**config.mk**
```make
export PLATFORM = sky130hd
export DESIGN_NAME = rr_stream_reader_flat
export DESIGN_NICKNAME = d
export VERILOG_FILES = /design/src/rtl/rr_stream_reader_pkg.sv /design/src/rtl/rr_stream_reader_if.sv /design/src/rtl/rr_stream_reader_skid_fifo.sv /design/src/rtl/rr_stream_reader.sv /design/src/flat_wrapper.sv
export SDC_FILE = /design/constraint.sdc
export NUM_CORES = 1
export LEC_CHECK = 0
export ABC_AREA = 0
export CAP_MARGIN = 40
export CORE_AREA = 2 2 428 430
export DETAILED_ROUTE_END_ITERATION = 8
export DIE_AREA = 0 0 430 432
export PLACE_DENSITY = 0.56
export SYNTH_ARGS = -nofsm -noshare
export SYNTH_HDL_FRONTEND = slang
export SYNTH_SLANG_ARGS = --single-unit
```
**constraint.sdc**
```tcl
create_clock -name clk -period 3.45 [get_ports clk]
set_input_delay 0.69 -clock clk [delete_from_list [all_inputs] [get_ports clk]]
set_output_delay 0.69 -clock clk [all_outputs]
set_load 0.05 [all_outputs]
```
**src/rtl/rr_stream_reader_pkg.sv**
```systemverilog
// rr_stream_reader_pkg: shared widths, state encoding and address helper for the RR stream reader.
package rr_stream_reader_pkg;
    localparam int element_width = 64;
    localparam int no_of_units = 8;
    localparam int memories_address_width = 20;
    localparam int memory_depth = 1001;
    localparam int word_width = no_of_units * element_width;

    typedef logic [memories_address_width-1:0] addr_t;
    typedef logic [word_width-1:0] word_t;

    typedef enum logic [1:0] {
        IDLE  = 2'd0,
        READ  = 2'd1,
        DRAIN = 2'd2,
        DONE  = 2'd3
    } state_t;

    function automatic addr_t next_addr(input addr_t a);
        return a == addr_t'(memory_depth - 1) ? '0 : a + 1'b1;
    endfunction
endpackage

```
**src/rtl/rr_stream_reader_if.sv**
```systemverilog
// rr_stream_reader_if: valid/ready word stream carrying a last-word tag.
interface rr_stream_reader_if;
    logic [rr_stream_reader_pkg::word_width-1:0] data;
    logic valid;
    logic ready;
    logic last;

    modport master(output data, valid, last, input ready);
    modport slave(input data, valid, last, output ready);
endinterface

```
**src/rtl/rr_stream_reader_skid_fifo.sv**
```systemverilog
// rr_skid_fifo: 2-entry data+last FIFO; head is read straight from registers.
module rr_skid_fifo #(
    parameter int width = 512
) (
    input  logic             clk,
    input  logic             reset_n,
    input  logic             push,
    input  logic             pop,
    input  logic [width-1:0] push_data,
    input  logic             push_last,
    output logic [width-1:0] head_data,
    output logic             head_last,
    output logic             valid,
    output logic [1:0]       count
);
    logic [1:0][width-1:0] data_q;
    logic [1:0]            last_q;
    logic                  wr;
    logic                  rd;

    // When full with a simultaneous pop, wr aliases the slot being vacated.
    always_ff @(posedge clk or negedge reset_n) begin
        if (!reset_n) begin
            data_q <= '0;
            last_q <= '0;
            wr     <= 1'b0;
            rd     <= 1'b0;
            count  <= '0;
        end else begin
            if (push) begin
                data_q[wr] <= push_data;
                last_q[wr] <= push_last;
                wr         <= ~wr;
            end
            if (pop) rd <= ~rd;
            count <= count + {1'b0, push} - {1'b0, pop};
        end
    end

    assign head_data = data_q[rd];
    assign head_last = last_q[rd];
    assign valid     = count != 2'd0;
endmodule

```
**src/rtl/rr_stream_reader.sv**
```systemverilog
// rr_stream_reader: walks the RR memory read port from a base address and streams words out
// through a 2-entry buffer, pulsing finish after the last word is accepted.
module rr_stream_reader
    import rr_stream_reader_pkg::*;
(
    input  logic                      clk,
    input  logic                      reset_n,
    input  logic                      start,
    input  addr_t                     base_address,
    input  addr_t                     length,
    output addr_t                     memory_read_address,
    input  word_t                     memory_data,
    rr_stream_reader_if.master        stream,
    output logic                      busy,
    output logic                      finish
);
    state_t     state;
    state_t     state_n;
    addr_t      rd_ptr;
    addr_t      issued;
    addr_t      len_q;
    logic [1:0] count;
    logic       push;
    logic       pop;
    logic       space;
    logic       last_issue;
    logic       head_last;
    logic       head_valid;

    assign pop        = head_valid && stream.ready;
    assign space      = count != 2'd2 || pop;
    assign last_issue = issued == len_q - 1'b1;

    always_ff @(posedge clk or negedge reset_n) begin
        if (!reset_n) state <= IDLE;
        else          state <= state_n;
    end

    always_comb begin
        state_n = state;
        unique case (state)
            IDLE:  if (start) state_n = length == '0 ? DONE : READ;
            READ:  if (push && last_issue) state_n = DRAIN;
            DRAIN: if (count == 2'd0 || (count == 2'd1 && pop)) state_n = DONE;
            DONE:  state_n = IDLE;
        endcase
    end

    always_comb begin
        busy                = state != IDLE;
        finish              = state == DONE;
        push                = state == READ && space;
        memory_read_address = rd_ptr;
    end

    // Start is only honoured in IDLE, so captured values survive a start while busy.
    always_ff @(posedge clk or negedge reset_n) begin
        if (!reset_n) begin
            rd_ptr <= '0;
            issued <= '0;
            len_q  <= '0;
        end else if (state == IDLE && start) begin
            rd_ptr <= base_address;
            issued <= '0;
            len_q  <= length;
        end else if (push) begin
            rd_ptr <= next_addr(rd_ptr);
            issued <= issued + 1'b1;
        end
    end

    rr_skid_fifo #(.width(word_width)) u_fifo (
        .clk       (clk),
        .reset_n   (reset_n),
        .push      (push),
        .pop       (pop),
        .push_data (memory_data),
        .push_last (last_issue),
        .head_data (stream.data),
        .head_last (head_last),
        .valid     (head_valid),
        .count     (count)
    );

    assign stream.valid = head_valid;
    assign stream.last  = head_valid && head_last;
endmodule

```
**src/flat_wrapper.sv**
```systemverilog
// flat-port wrapper written by rule: the top's interface ports become plain ports
module rr_stream_reader_flat import rr_stream_reader_pkg::*;
  (clk, reset_n, start, base_address, length, memory_read_address, memory_data, busy, finish, stream_data, stream_valid, stream_last, stream_ready);
  rr_stream_reader_if stream_i ();
  input  logic clk;
  input  logic reset_n;
  input  logic start;
  input  addr_t base_address;
  input  addr_t length;
  output addr_t memory_read_address;
  input  word_t memory_data;
  output logic busy;
  output logic finish;
  output wire logic [$bits(stream_i.data)-1:0] stream_data;
  output wire logic [$bits(stream_i.valid)-1:0] stream_valid;
  output wire logic [$bits(stream_i.last)-1:0] stream_last;
  input wire logic [$bits(stream_i.ready)-1:0] stream_ready;
  assign stream_data = stream_i.data;
  assign stream_valid = stream_i.valid;
  assign stream_last = stream_i.last;
  assign stream_i.ready = stream_ready;
  rr_stream_reader u_core (.clk(clk), .reset_n(reset_n), .start(start), .base_address(base_address), .length(length), .memory_read_address(memory_read_address), .memory_data(memory_data), .stream(stream_i), .busy(busy), .finish(finish));
endmodule
```
==> reports/qor.yml, run 1 <==
outcome: "completed"
antenna_found_initial: 48
final.period_utilization_pct: 98.7
layout_commonest_cell: "nand2_1"
syn_inst: 4316
final_cell_mix: "1640 x nand2_1, 1091 x dfrtp_1, 1025 x mux2_2"
fin_crit_ps: 3410
startpoint_type: "register"
cts_setup_buffers: 0
drv_cap: 0
grt_start_max_net_pins: 101
first_iter_violations: 1990
postSynthAreaPerCell_um2: 11.1
worstSetupPathType: "register to primary output"
remaining_drc_errors: 0
die_x_um: 430
fin_skew_ps: 30.8
dp.cells: 7693
synthTopCellsByArea: "dfrtp_1 57%, mux2_2 24%, nand2_1 13%"
ys_ff_latch: 1092
io-pin-count: 1092
grt.overflow.total: 0
dr.pass1.iters: 5
met3_usage_pct: 5.53
critPathTopFamily: "buffers and inverters"
grt_most_used_layer: "met2"
crit_required_ps: 2760
cts_tree: "done"
dp.final_hpwl_um: 124000
maxSlewViolCount: 0
row_count: 157
cts_buffer_depth: 3
io_buffers: 1091
core_mm2: 0.182
drive_above_1_share_pct: 28.5
clk_latency_ps: 780
cpPeakStageDelay_ps: 460
setup_tns_ps: 0
synth_enable_flop_cells: 0
max_clock_freq_ghz: 0.294
yosys.area.top_type: "dfrtp_1"
grtUsageMet2_pct: 28.9
fin_cells: 7956
use_met1_pct: 21.7
slowest_stage: "dlygate4sd2_1"
antenna_left: 0
setup_viol: 0
grt_setup_unrepaired: "true"
ys_warn_count: 0
cp_cell_sequence: "buf_12, buf_16, mux2_2, dlygate4sd2_1"
crit_path_end_kind: "primary output"
grt_pass1_vias: 37400
slew_headroom_pct: 49.9
fillers: 18000
tightest_slew_ps: 752
avgViaCountPerCell: 4.51
arrival_ps: 2720
initial_utilization_pct: 26.4
root_buffer: "clkbuf_16"
dieArea_mm2: 0.186
htreeDepth: 4
vias: 35900
synthArstFlopShare_pct: 100
dieHeight_um: 432
worstHoldPathType: "register to register"
regArea_mm2: 0.0273
synthDistinctLibCells: 52
detail_route.wl_per_cell_um: 21.1
yosys_most_used_dff: "dfrtp_1"
finalHoldViolCount: 0
syn_nets: 4882
cts_buffers: 134
crit_buf_inv: 3
grt_usage_pct: 17.7
grt_first_pass_wirelength_um: 249000
wirelength_um: 168000
synth_top_area_share_pct: 56.9
synth_seq_area_share_pct: 56.9
cts.sinks: 1092
path_max_fanout: 53
nNetsFinal: 6011
syn_area_mm2: 0.0480
multi_input_area_mm2: 0.0197
gp_congestion: 0.896
areaGrowthSynthToFinish_pct: 38.4
clk_pin_slew_ps: 50
[logic make-up (layout without fill, tap and decap cells)]
| group | Yosys count | count (layout) | share of synthesized area [%] |
|---|---|---|---|
| buffers and inverters | 264 | 1491 | 2.09 |
| DFF | 1092 | 1092 | 56.9 |
| adders and majority gates | 10 | 10 | 0.261 |
| xor gates and xnor gates | 56 | 56 | 1.02 |
| other | 0 | 28 | 0 |
| and+or+nand+nor | 1794 | 1794 | 14.6 |
| AOI/OAI and AO/OA | 73 | 73 | 0.991 |
| muxes | 1027 | 1027 | 24.1 |
[metal layers]
metal / wire (µm) / vias to the layer above / share of wire, %
met5: 77 / - / 0.046
li1: - / 16600 / -
met1: 69500 / 18000 / 41
met4: 5780 / 12 / 3.4
met3: 11700 / 279 / 6.9
met2: 81200 / 996 / 48
[worst register-to-register path, stage by stage (launching register included)]
cell and delay [ps]:
dfrtp_1 450, or4_1 590, or3_1 450, o21a_1 220
or4_4 520, a31oi_4 210, a31oi_1 100, or3b_1 360
[path summary, 6_finish.rpt]
path | start | to | slack [ps] | cells after the start
max in group asynchronous | reset_n | u_core.u_fifo.data_q[227] | 1730 | 3
worst min register to register | u_core.u_fifo.data_q[493] | u_core.u_fifo.data_q[493] | 470 | 2
worst max register to register | u_core.len_q[3] | u_core.state[0] | 440 | 7
worst max-delay path | u_core.u_fifo.rd | stream_data[372] | 40 | 4
min in group asynchronous | reset_n | u_core.len_q[0] | 550 | 2
worst min-delay path | u_core.u_fifo.data_q[493] | u_core.u_fifo.data_q[493] | 470 | 2
[flip-flops by register name, indices dropped and copies added, names as in the netlist]
| signal | cells |
|---|---|
| u_core.u_fifo.count | 2 |
| u_core.state | 2 |
| u_core.issued | 20 |
| u_core.u_fifo.wr | 1 |
| u_core.u_fifo.data_q | 1024 |
| u_core.len_q | 20 |
| u_core.u_fifo.last_q | 2 |
| u_core.u_fifo.rd | 1 |
| u_core.memory_read_address | 20 |
[layout make-up]
class	count	area share, %
Inverter	17	0.0961
Antenna cell	28	0.106
Clock inverter	36	0.575
Sequential cell	1092	41.2
Multi-Input combinational cell	2960	29.6
Tap cell	2385	4.49
Timing Repair Buffer	1240	18.0
Clock buffer	198	5.91
[what timing repair did]
action                                 CTS  global route
hold buffers                             1             0
setup endpoints to repair              421            17
endpoints found under the hold margin   25             0
resized for setup                      335             5
[Yosys cell counts, types with 2 or more instances]
cell type  number
nand2_1      1641
dfrtp_1      1092
mux2_2       1025
clkbuf_1      236
nor2_1         41
o21ai_0        35
xor2_1         31
xnor2_1        25
nand3_1        19
nor3_1         18
inv_1          17
nor4_1         17
nand4_1        14
ha_1           10
and3_1          9
a21oi_1         8
buf_1           7
or3_1           7
and2_1          5
a31oi_1         4
and4_1          4
a221o_1         3
a32oi_1         3
nand2b_1        3
nor2b_1         3
nor3b_1         3
o211ai_1        3
or4_1           3
a211oi_1        2
a311oi_1        2
a41oi_1         2
clkbuf_2        2
mux2i_1         2
o2111ai_1       2
[metrics by stage]
step           cell area (µm²)  worst slack, ps  utilization [%]  hold WS, ps
5_1_grt                  66400            -45.6             36.5          414
4_1_cts                  66300            -31.0             36.5          377
6_report                 66400             44.9             36.5          465
3_5_place_dp             62300              165             34.3          458
2_1_floorplan            48000              453                -          394
3_3_place_gp             62300             77.9             34.3          453
Power of run 1 is not shown: default switching activity piles up to over one toggle a cycle in this logic, so the estimate is an artifact.
==> run 2, diff against run 1 <==
CELL_PAD_IN_SITES_DETAIL_PLACEMENT = 1   (was not set)
CELL_PAD_IN_SITES_GLOBAL_PLACEMENT = 2   (was not set)
CORE_AREA = 2 2 427 429   (was 2 2 428 430)
DIE_AREA = 0 0 429 431   (was 0 0 430 432)
PLACE_DENSITY = 0.76   (was 0.56)
==> run 2 against run 1 <==
Register-to-register slack worse by 40 ps. Critical endpoint is now stream_data[23]. Final area rose by 0.27%. Maximum frequency is 1.6% higher. Flip-flop and latch count did not move. Critical path type unchanged. Global-route usage rose by 1.5 points. Hold slack lost 15 ps. Non-clock buffer count is 21 higher. Critical path depth stayed put.
==> reports/qor.yml, run 2 (synthesized netlist as in run 1, its figures left out) <==
use_met1_pct: 22.7  # +1.0 points
largest_register: "u_core.u_fifo.data_q"
maxSlewViolCount: 0  # unchanged
die_x_um: 429  # -0.23%
io-pin-count: 1092  # unchanged
dr.pass1.iters: 5  # unchanged
dieArea_mm2: 0.185  # -0.46%
dieHeight_um: 431  # -0.23%
path_max_fanout: 11  # -79%
io_buffers: 1091  # unchanged
cts_buffers: 136  # +1.5%
place_ws_ps: 173  # +8.84 ps
grt_start_max_net_pins: 113  # +12%
dp.final_hpwl_um: 133000  # +7.8%
grt_most_used_layer: "met2"
final.period_utilization_pct: 97.1  # -1.6 points
nNetsFinal: 6034  # +0.38%
antenna_left: 0  # unchanged
wirelength_um: 181000  # +7.5%
grt.overflow.total: 0  # unchanged
grtUsageMet2_pct: 32.9  # +4.0 points
row_count: 156  # -0.64%
arrival_ps: 2660  # -60 ps
remaining_drc_errors: 0  # unchanged
crit_path_end_kind: "primary output"
gp_congestion: 0.858  # -4.2%
setup_viol: 0  # unchanged
initial_utilization_pct: 26.6  # +0.23 points
grt_first_pass_wirelength_um: 267000  # +7.0%
outcome: "completed"
root_buffer: "clkbuf_16"
clk_latency_ps: 790  # about the same
grt_setup_unrepaired: "true"
final_cell_mix: "1640 x nand2_1, 1091 x dfrtp_1, 1023 x mux2_2"
antenna_found_initial: 50  # +4.2%
worst_slack_ps: 98.3  # +53.5 ps
drive_above_1_share_pct: 31.8  # +3.3 points
crit_required_ps: 2760  # about the same
finalHoldViolCount: 0  # unchanged
grt_pass1_vias: 39400  # +5.4%
max_clock_freq_ghz: 0.298  # +1.6%
tightest_slew_ps: 751  # -0.358 ps
detail_route.wl_per_cell_um: 22.7  # +7.4%
cts_tree: "done"
fin_crit_ps: 3350  # -53.5 ps
clk_pin_slew_ps: 60  # about the same
placed_area_mm2: 0.0620  # -0.57%
htreeDepth: 4  # unchanged
final_util_pct: 37.0  # +0.41 points
worstHoldPathType: "input pin to register"
areaGrowthSynthToFinish_pct: 38.7
startpoint_type: "register"
met3_usage_pct: 5.93  # +0.40 points
largest_reg_flops: 1024  # unchanged
cts_buffer_depth: 3  # unchanged
layout_commonest_cell: "nand2_1"
worstSetupPathType: "register to primary output"
final_cell_area_mm2: 0.0666  # +0.27%
grt_usage_pct: 19.1  # +1.5 points
drv_cap: 0  # unchanged
fillers: 19900  # +11%
slew_headroom_pct: 49.8  # -0.058 points
first_iter_violations: 1438  # -28%
vias: 36300  # +1.1%
fin_skew_ps: 63.5  # +32.6 ps
cts.sinks: 1092  # unchanged
avgViaCountPerCell: 4.55  # +0.98%
core_mm2: 0.180  # -0.85%
-- run 2: changes by cell type in the layout (fill, tap and decap cells not counted), sizes merged, moves of 4 or more --
cell,change
buf,+180
bufinv,+6
clkbuf,-8
clkdlybuf4s15,-4
clkdlybuf4s50,+6
clkinvlp,+5
dlygate4sd2,-170
dlymetal6s2s,+9
-- run 2: timing repair --
action                                 in CTS  in global routing
setup buffers                               7                  0
endpoints found under the hold margin      29                  0
setup endpoints to repair                 403                 13
hold buffers                                1                  0
resized for setup                         144                 10
cloned                                      2                  0
-- run 2: final timing paths --
path | startpoint | end | slack, ps | cells past startpoint
max | u_core.u_fifo.rd | stream_data[23] | 100 | 4
min | memory_data[219] | u_core.u_fifo.data_q[219] | 450 | 3
max reg2reg | u_core.len_q[10] | u_core.state[0] | 400 | 8
min reg2reg | u_core.u_fifo.data_q[128] | u_core.u_fifo.data_q[128] | 470 | 2
max in group asynchronous | reset_n | u_core.u_fifo.data_q[693] | 1750 | 3
min in group asynchronous | reset_n | u_core.u_fifo.data_q[4] | 470 | 2
-- run 2: stage by stage --
step	hold WS (ps)	setup TNS [ps]	std cells
2_1_floorplan	394	0	4316
3_3_place_gp	453	0	7690
3_5_place_dp	458	0	7690
4_1_cts	370	0	7938
5_1_grt	409	-11.4	7961
6_report	450	0	7965
-- run 2: layout make-up --
class	count	area (µm²)	area share, %
sequential	1092	27300	41.0
multi-input combinational	2960	19700	29.6
timing repair buffer	1261	12000	18.0
clock buffer	192	3940	5.91
tap	2370	2970	4.45
clock inverter	46	568	0.853
antenna	27	67.6	0.101
inverter	17	63.8	0.0958
-- run 2: worst max-delay path, cell delays in order, from the launching register on --
cell and delay (ps):
dfrtp_4 500, buf_12 170, buf_4 180, mux2_2 220, clkdlybuf4s50_1 800
-- run 2: per-layer routing --
layer  vias to the layer above  part of all wire (%)
met1                     18500                    41
met3                       278                   6.4
met5                         -                 0.082
li1                      16600                     -
met2                       814                    50
met4                        26                   2.9
Power of run 2 is left out for the same reason.
==> run 3, diff against run 2 <==
HOLD_SLACK_MARGIN = 0.05   (was not set)
==> results of run 3 <==
The final DEF is identical to that of run 2; final timing and power are the same.
Power of run 3 is left out for the same reason.
